**src/rtl/prog_loader.sv**
```systemverilog
// prog_loader: receives a header byte N (0 = 256) then N big-endian 16-bit words and writes them to instruction ROM
// from address 0, holding the CPU in reset until the load completes. Define PROG_LOADER_CHECKSUM_EN for a trailing XOR check byte.
module prog_loader (
    input  logic        clk,
    input  logic        reset,
    input  logic        start,
    input  logic [7:0]  in_data,
    input  logic        in_valid,
    output logic        in_ready,
    output logic        mem_we,
    output logic [7:0]  mem_addr,
    output logic [15:0] mem_wdata,
    output logic        cpu_hold,
    output logic        busy,
    output logic        done,
    output logic        error
);
    typedef enum logic [2:0] {
        S_IDLE, S_HDR, S_HI, S_LO, S_WR, S_DONE
`ifdef PROG_LOADER_CHECKSUM_EN
        , S_CHK
`endif
    } state_t;

    state_t      state_q, state_d;
    logic        in_ready_q, in_ready_d;
    logic        mem_we_q, mem_we_d;
    logic [7:0]  mem_addr_q, mem_addr_d;
    logic [15:0] mem_wdata_q, mem_wdata_d;
    logic        cpu_hold_q, cpu_hold_d;
    logic        busy_q, busy_d;
    logic        done_q, done_d;
    logic        error_q, error_d;
    logic [8:0]  count_q, count_d;
    logic [8:0]  n_q, n_d;
`ifdef PROG_LOADER_CHECKSUM_EN
    logic [7:0]  csum_q, csum_d;
`endif
    logic        xfer;

    assign xfer      = in_valid && in_ready_q;
    assign in_ready  = in_ready_q;
    assign mem_we    = mem_we_q;
    assign mem_addr  = mem_addr_q;
    assign mem_wdata = mem_wdata_q;
    assign cpu_hold  = cpu_hold_q;
    assign busy      = busy_q;
    assign done      = done_q;
    assign error     = error_q;

    always_comb begin
        state_d     = state_q;
        in_ready_d  = in_ready_q;
        mem_we_d    = 1'b0;
        mem_addr_d  = mem_addr_q;
        mem_wdata_d = mem_wdata_q;
        cpu_hold_d  = cpu_hold_q;
        busy_d      = busy_q;
        done_d      = done_q;
        error_d     = error_q;
        count_d     = count_q;
        n_d         = n_q;
`ifdef PROG_LOADER_CHECKSUM_EN
        csum_d      = csum_q;
`endif
        case (state_q)
            S_IDLE, S_DONE: begin
                if (start) begin
                    state_d    = S_HDR;
                    in_ready_d = 1'b1;
                    mem_addr_d = 8'd0;
                    count_d    = 9'd0;
                    done_d     = 1'b0;
                    error_d    = 1'b0;
                    busy_d     = 1'b1;
                    cpu_hold_d = 1'b1;
`ifdef PROG_LOADER_CHECKSUM_EN
                    csum_d     = 8'd0;
`endif
                end
            end
            S_HDR: begin
                if (xfer) begin
                    n_d     = (in_data == 8'd0) ? 9'd256 : {1'b0, in_data};
                    state_d = S_HI;
                end
            end
            S_HI: begin
                if (xfer) begin
                    mem_wdata_d[15:8] = in_data;
                    state_d           = S_LO;
`ifdef PROG_LOADER_CHECKSUM_EN
                    csum_d            = csum_q ^ in_data;
`endif
                end
            end
            S_LO: begin
                if (xfer) begin
                    mem_wdata_d[7:0] = in_data;
                    state_d          = S_WR;
                    in_ready_d       = 1'b0;
                    mem_we_d         = 1'b1;
`ifdef PROG_LOADER_CHECKSUM_EN
                    csum_d           = csum_q ^ in_data;
`endif
                end
            end
            S_WR: begin
                // 8-bit address wraps 255->0 after the 256th word.
                mem_addr_d = mem_addr_q + 8'd1;
                count_d    = count_q + 9'd1;
                if (count_q + 9'd1 == n_q) begin
`ifdef PROG_LOADER_CHECKSUM_EN
                    state_d    = S_CHK;
                    in_ready_d = 1'b1;
`else
                    state_d    = S_DONE;
                    busy_d     = 1'b0;
                    done_d     = 1'b1;
                    cpu_hold_d = 1'b0;
`endif
                end else begin
                    state_d    = S_HI;
                    in_ready_d = 1'b1;
                end
            end
`ifdef PROG_LOADER_CHECKSUM_EN
            S_CHK: begin
                if (xfer) begin
                    state_d    = S_DONE;
                    in_ready_d = 1'b0;
                    busy_d     = 1'b0;
                    if (in_data == csum_q) begin
                        done_d     = 1'b1;
                        cpu_hold_d = 1'b0;
                    end else begin
                        error_d    = 1'b1;
                    end
                end
            end
`endif
            default: begin
                state_d    = S_IDLE;
                in_ready_d = 1'b0;
                busy_d     = 1'b0;
                cpu_hold_d = 1'b1;
            end
        endcase
    end

    always_ff @(posedge clk) begin
        if (reset) begin
            state_q     <= S_IDLE;
            in_ready_q  <= 1'b0;
            mem_we_q    <= 1'b0;
            mem_addr_q  <= 8'd0;
            mem_wdata_q <= 16'd0;
            cpu_hold_q  <= 1'b1;
            busy_q      <= 1'b0;
            done_q      <= 1'b0;
            error_q     <= 1'b0;
            count_q     <= 9'd0;
            n_q         <= 9'd0;
`ifdef PROG_LOADER_CHECKSUM_EN
            csum_q      <= 8'd0;
`endif
        end else begin
            state_q     <= state_d;
            in_ready_q  <= in_ready_d;
            mem_we_q    <= mem_we_d;
            mem_addr_q  <= mem_addr_d;
            mem_wdata_q <= mem_wdata_d;
            cpu_hold_q  <= cpu_hold_d;
            busy_q      <= busy_d;
            done_q      <= done_d;
            error_q     <= error_d;
            count_q     <= count_d;
            n_q         <= n_d;
`ifdef PROG_LOADER_CHECKSUM_EN
            csum_q      <= csum_d;
`endif
        end
    end
endmodule
```
**config.mk**
```make
export PLATFORM = sky130hd
export DESIGN_NAME = prog_loader
export DESIGN_NICKNAME = d
export VERILOG_FILES = /design/src/rtl/prog_loader.sv
export SDC_FILE = /design/constraint.sdc
export NUM_CORES = 1
export LEC_CHECK = 0
export CORE_MARGIN = 1.5
export CORE_UTILIZATION = 52
export DETAILED_ROUTE_END_ITERATION = 16
export HOLD_SLACK_MARGIN = 0.02
export PLACE_DENSITY = 0.85
export RECOVER_POWER = 100
export SYNTH_ARGS = -nofsm -noshare
export SYNTH_HDL_FRONTEND = slang
export SYNTH_SLANG_ARGS = --single-unit
```
**constraint.sdc**
```tcl
create_clock -name clk -period 2.3 [get_ports clk]
set_input_delay 0.23 -clock clk [delete_from_list [all_inputs] [get_ports clk]]
set_output_delay 0.23 -clock clk [all_outputs]
set_load 0.05 [all_outputs]
```
==> results.yml, run 1 <==
sta:
  post-route-min-period_ns: 2.19
  hold_violations: 0
  slew_viol_final: 0
  fmax_mhz: 456
  timing.slew.headroom_pct: 50.4
  finClkSkew_ns: 0.0102
  rsz0062_at_grt: "no"
  finalSetupTns_ns: 0
  post-route-period-util_pct: 95.3
  tightest_slew_ns: 0.744
  fin_ws_ns: 0.108
  setup_violations: 0
synth:
  ys_seq_elements: 50
  synth_area_leaders: "dfxtp_1, nor2_1, a21oi_1"
  synth_edf_count: 0
  synth_cell_types: 48
  syn_inst: 295
  async_flop_share_pct: 0
  syn_area_per_cell_um2: 8.16
  syn-cell-area_um2: 2410
  yosysSeqAreaShare_pct: 41.6
  yosys_warnings: 0
  synth_top_area_share_pct: 41.6
  synth_top_area_cell: "dfxtp_1"
  syn-num-nets: 309
  synth_ff_type: "dfxtp_1"
floorplan:
  die_area_um2: 5040
  fp.dieW_um: 71.0
  start_util_pct: 54.5
  ios: 42
  die_y_um: 71.0
  rows: 24
  core_area_um2: 4410
clock_tree:
  clock_insertion_delay_worst_skew_ns: 0.31
  cts.sink_count: 50
  cts_buffers: 5
  cts-root-buf: "clkbuf_8"
  post_cts_buffers: 0
  cts_max_path_buffers: 2
  ctsResizeCount: 0
  clkTransAtPathRegs_ns: 0.10
  htree_levels: 2
  cts_tree: "built"
  postCtsHoldBufs: 0
power:
  p_leak_nw: 1.08
  p_seq_share_pct: 55.3
  powerDensity_nw_per_um2: 551
  pwr-share-clk_pct: 33.6
  ir_worst_vdd_mv: 0.382
  power_frac_comb_pct: 11.1
  swShare_pct: 27.4
  p_int_mw: 1.17
  p_sw_uw: 444
grt:
  grt_pass1_wl_mm: 9.07
  antenna_found_initial: 0
  grt_pass1_vias: 2016
  grt_overflow_total: 0
  gr-usage-all-layers_pct: 22.1
  grt_max_degree: 51
routing:
  postRouteAntennaNets: 0
  route.detailed.drc: 0
  wire_per_inst_um: 13.6
  num_vias: 2226
  dr.pass1.iters: 4
  drtIter0Drc: 128
  avgViaCountPerCell: 5.77
  wl_mm: 5.23
status:
  status: "finished, final reports clean"
placed_design:
  gp_congestion: 0.900
  post-place-ws_ns: 0.0425
  port_buffers: 40
  dpl.hpwl_mm: 3.66
worst_setup_path:
  reg2reg_slack_ns: 0.11
  r2r.worst_path.cells: 7
  arrival_ns: 2.40
  crit_path_start_kind: "register"
  cp_slowest_cell: "dfxtp_1"
  critPathKind: "register to register"
  crit_required_ns: 2.51
  r2r_end: "in_ready$_SDFFE_PP0P_"
  worstPathCellList: "ha_2 > nand3_4 > or3_1 > a22oi_2 > nand4_2 > or2_4 > o211a_1"
  critPathMaxStageDelay_ns: 0.41
  cp_max_fo: 7
  r2r-start: "count_q[1]$_SDFFE_PP0P_"
  cp-end-kind: "register"
cells_and_area:
  syn_to_final_growth_pct: 22.0
  nNetsFinal: 347
  antenna_cells: 0
  most-common-layout-cells: "dfxtp_1, nor2_1, a21oi_1"
  fillCellCount: 391
  layout-drive-gt1-share_pct: 7.49
  final_common_cell: "dfxtp_1"
min_path:
  whs_path_depth: 2
  hp-start: "n_q[1]$_SDFFE_PP0P_"
  hold_end: "n_q[1]$_SDFFE_PP0P_"
  min_path_type: "register to register"
job:
  maxCapViolations: 0
## logic make-up after synthesis
family / count (synthesis) / synth area share, %
DFF: 50 / 41.6
adders and majority gates: 2 / 1.04
AOI/OAI and AO/OA: 71 / 17.7
other: 1 / 0.156
buffers and inverters: 21 / 4.06
muxes: 16 / 6.66
xor gates and xnor gates: 10 / 3.64
and+or+nand+nor: 124 / 25.1
## metal layers
metal | GRT usage (%) | up-vias | routed length, um
met5 | 0 | - | 0
met4 | 9.22 | 0 | 95
met3 | 5.41 | 9 | 249
met2 | 37.1 | 49 | 2520
met1 | 27.1 | 1049 | 2370
li1 | - | 1119 | -
## worst max path at each step
| stage | start | end | depth (start not counted) |
|---|---|---|---|
| 3_5_place_dp | count_q[1]$_SDFFE_PP0P_ | in_ready$_SDFFE_PP0P_ | 7 |
| 3_3_place_gp | count_q[1]$_SDFFE_PP0P_ | in_ready$_SDFFE_PP0P_ | 7 |
| 2_1_floorplan | count_q[0]$_SDFFE_PP0P_ | in_ready$_SDFFE_PP0P_ | 7 |
| 6_report | count_q[1]$_SDFFE_PP0P_ | in_ready$_SDFFE_PP0P_ | 7 |
| 5_1_grt | count_q[1]$_SDFFE_PP0P_ | in_ready$_SDFFE_PP0P_ | 7 |
| 4_1_cts | count_q[1]$_SDFFE_PP0P_ | in_ready$_SDFFE_PP0P_ | 7 |
## state kept, by name, indices dropped and copies added (netlist names)
register	cells
n_q	9
cpu_hold	1
state_q	3
in_ready	1
done	1
busy	1
mem_we	1
mem_wdata	16
count_q	9
mem_addr	8
## metrics by stage
stage / total power, mW / cell area (um2) / std cells / util, % / hold slack, ns
floorplan: 1.03 / 2410 / 295 / - / 0.366
global placement: 1.09 / 2860 / 378 / 64.7 / 0.459
detailed placement: 1.10 / 2860 / 378 / 64.7 / 0.466
CTS: 1.64 / 2950 / 386 / 66.9 / 0.478
global route: 1.69 / 2940 / 386 / 66.5 / 0.508
finish: 1.62 / 2940 / 386 / 66.5 / 0.474
## power by group through the flow
stage	registers [mW]	clock network (mW)	logic [mW]
after detailed placement	0.916	0	0.182
after global routing	0.899	0.595	0.199
after floorplan	0.930	0	0.0995
after global placement	0.915	0	0.179
after CTS	0.896	0.561	0.183
final	0.895	0.543	0.180
## cells in the mapped netlist, types with 5 or more instances
master    number
dfxtp_1       50
nor2_1        45
a21oi_1       33
nand2_1       32
mux2i_1       16
o21ai_0       15
clkbuf_1      14
nand3_1        9
nor4_1         7
xnor2_1        7
buf_4          5
nor3_1         5
## final cells by class
type	instances	area, um2	area share, %
flip-flops and latches	50	1000	34.1
well taps	52	65.1	2.22
clock buffers	5	68.8	2.34
clock inverters	3	28.8	0.980
multi-input cells	224	1310	44.4
repair buffers	50	460	15.7
inverters	2	7.51	0.256
## critical path: cells and delay by family (launching register included)
family / cells / cell delay (ns)
simple gates: 4 / 1.00
flops: 1 / 0.41
compound gates: 2 / 0.41
fa+ha+maj: 1 / 0.30
Power figures use the tool's default switching activity.
==> inputs of run 2 (changes only) <==
TNS_END_PERCENT = 100   (was not set)
==> results of run 2 <==
Final layout, timing and power as in run 1 (identical DEF).
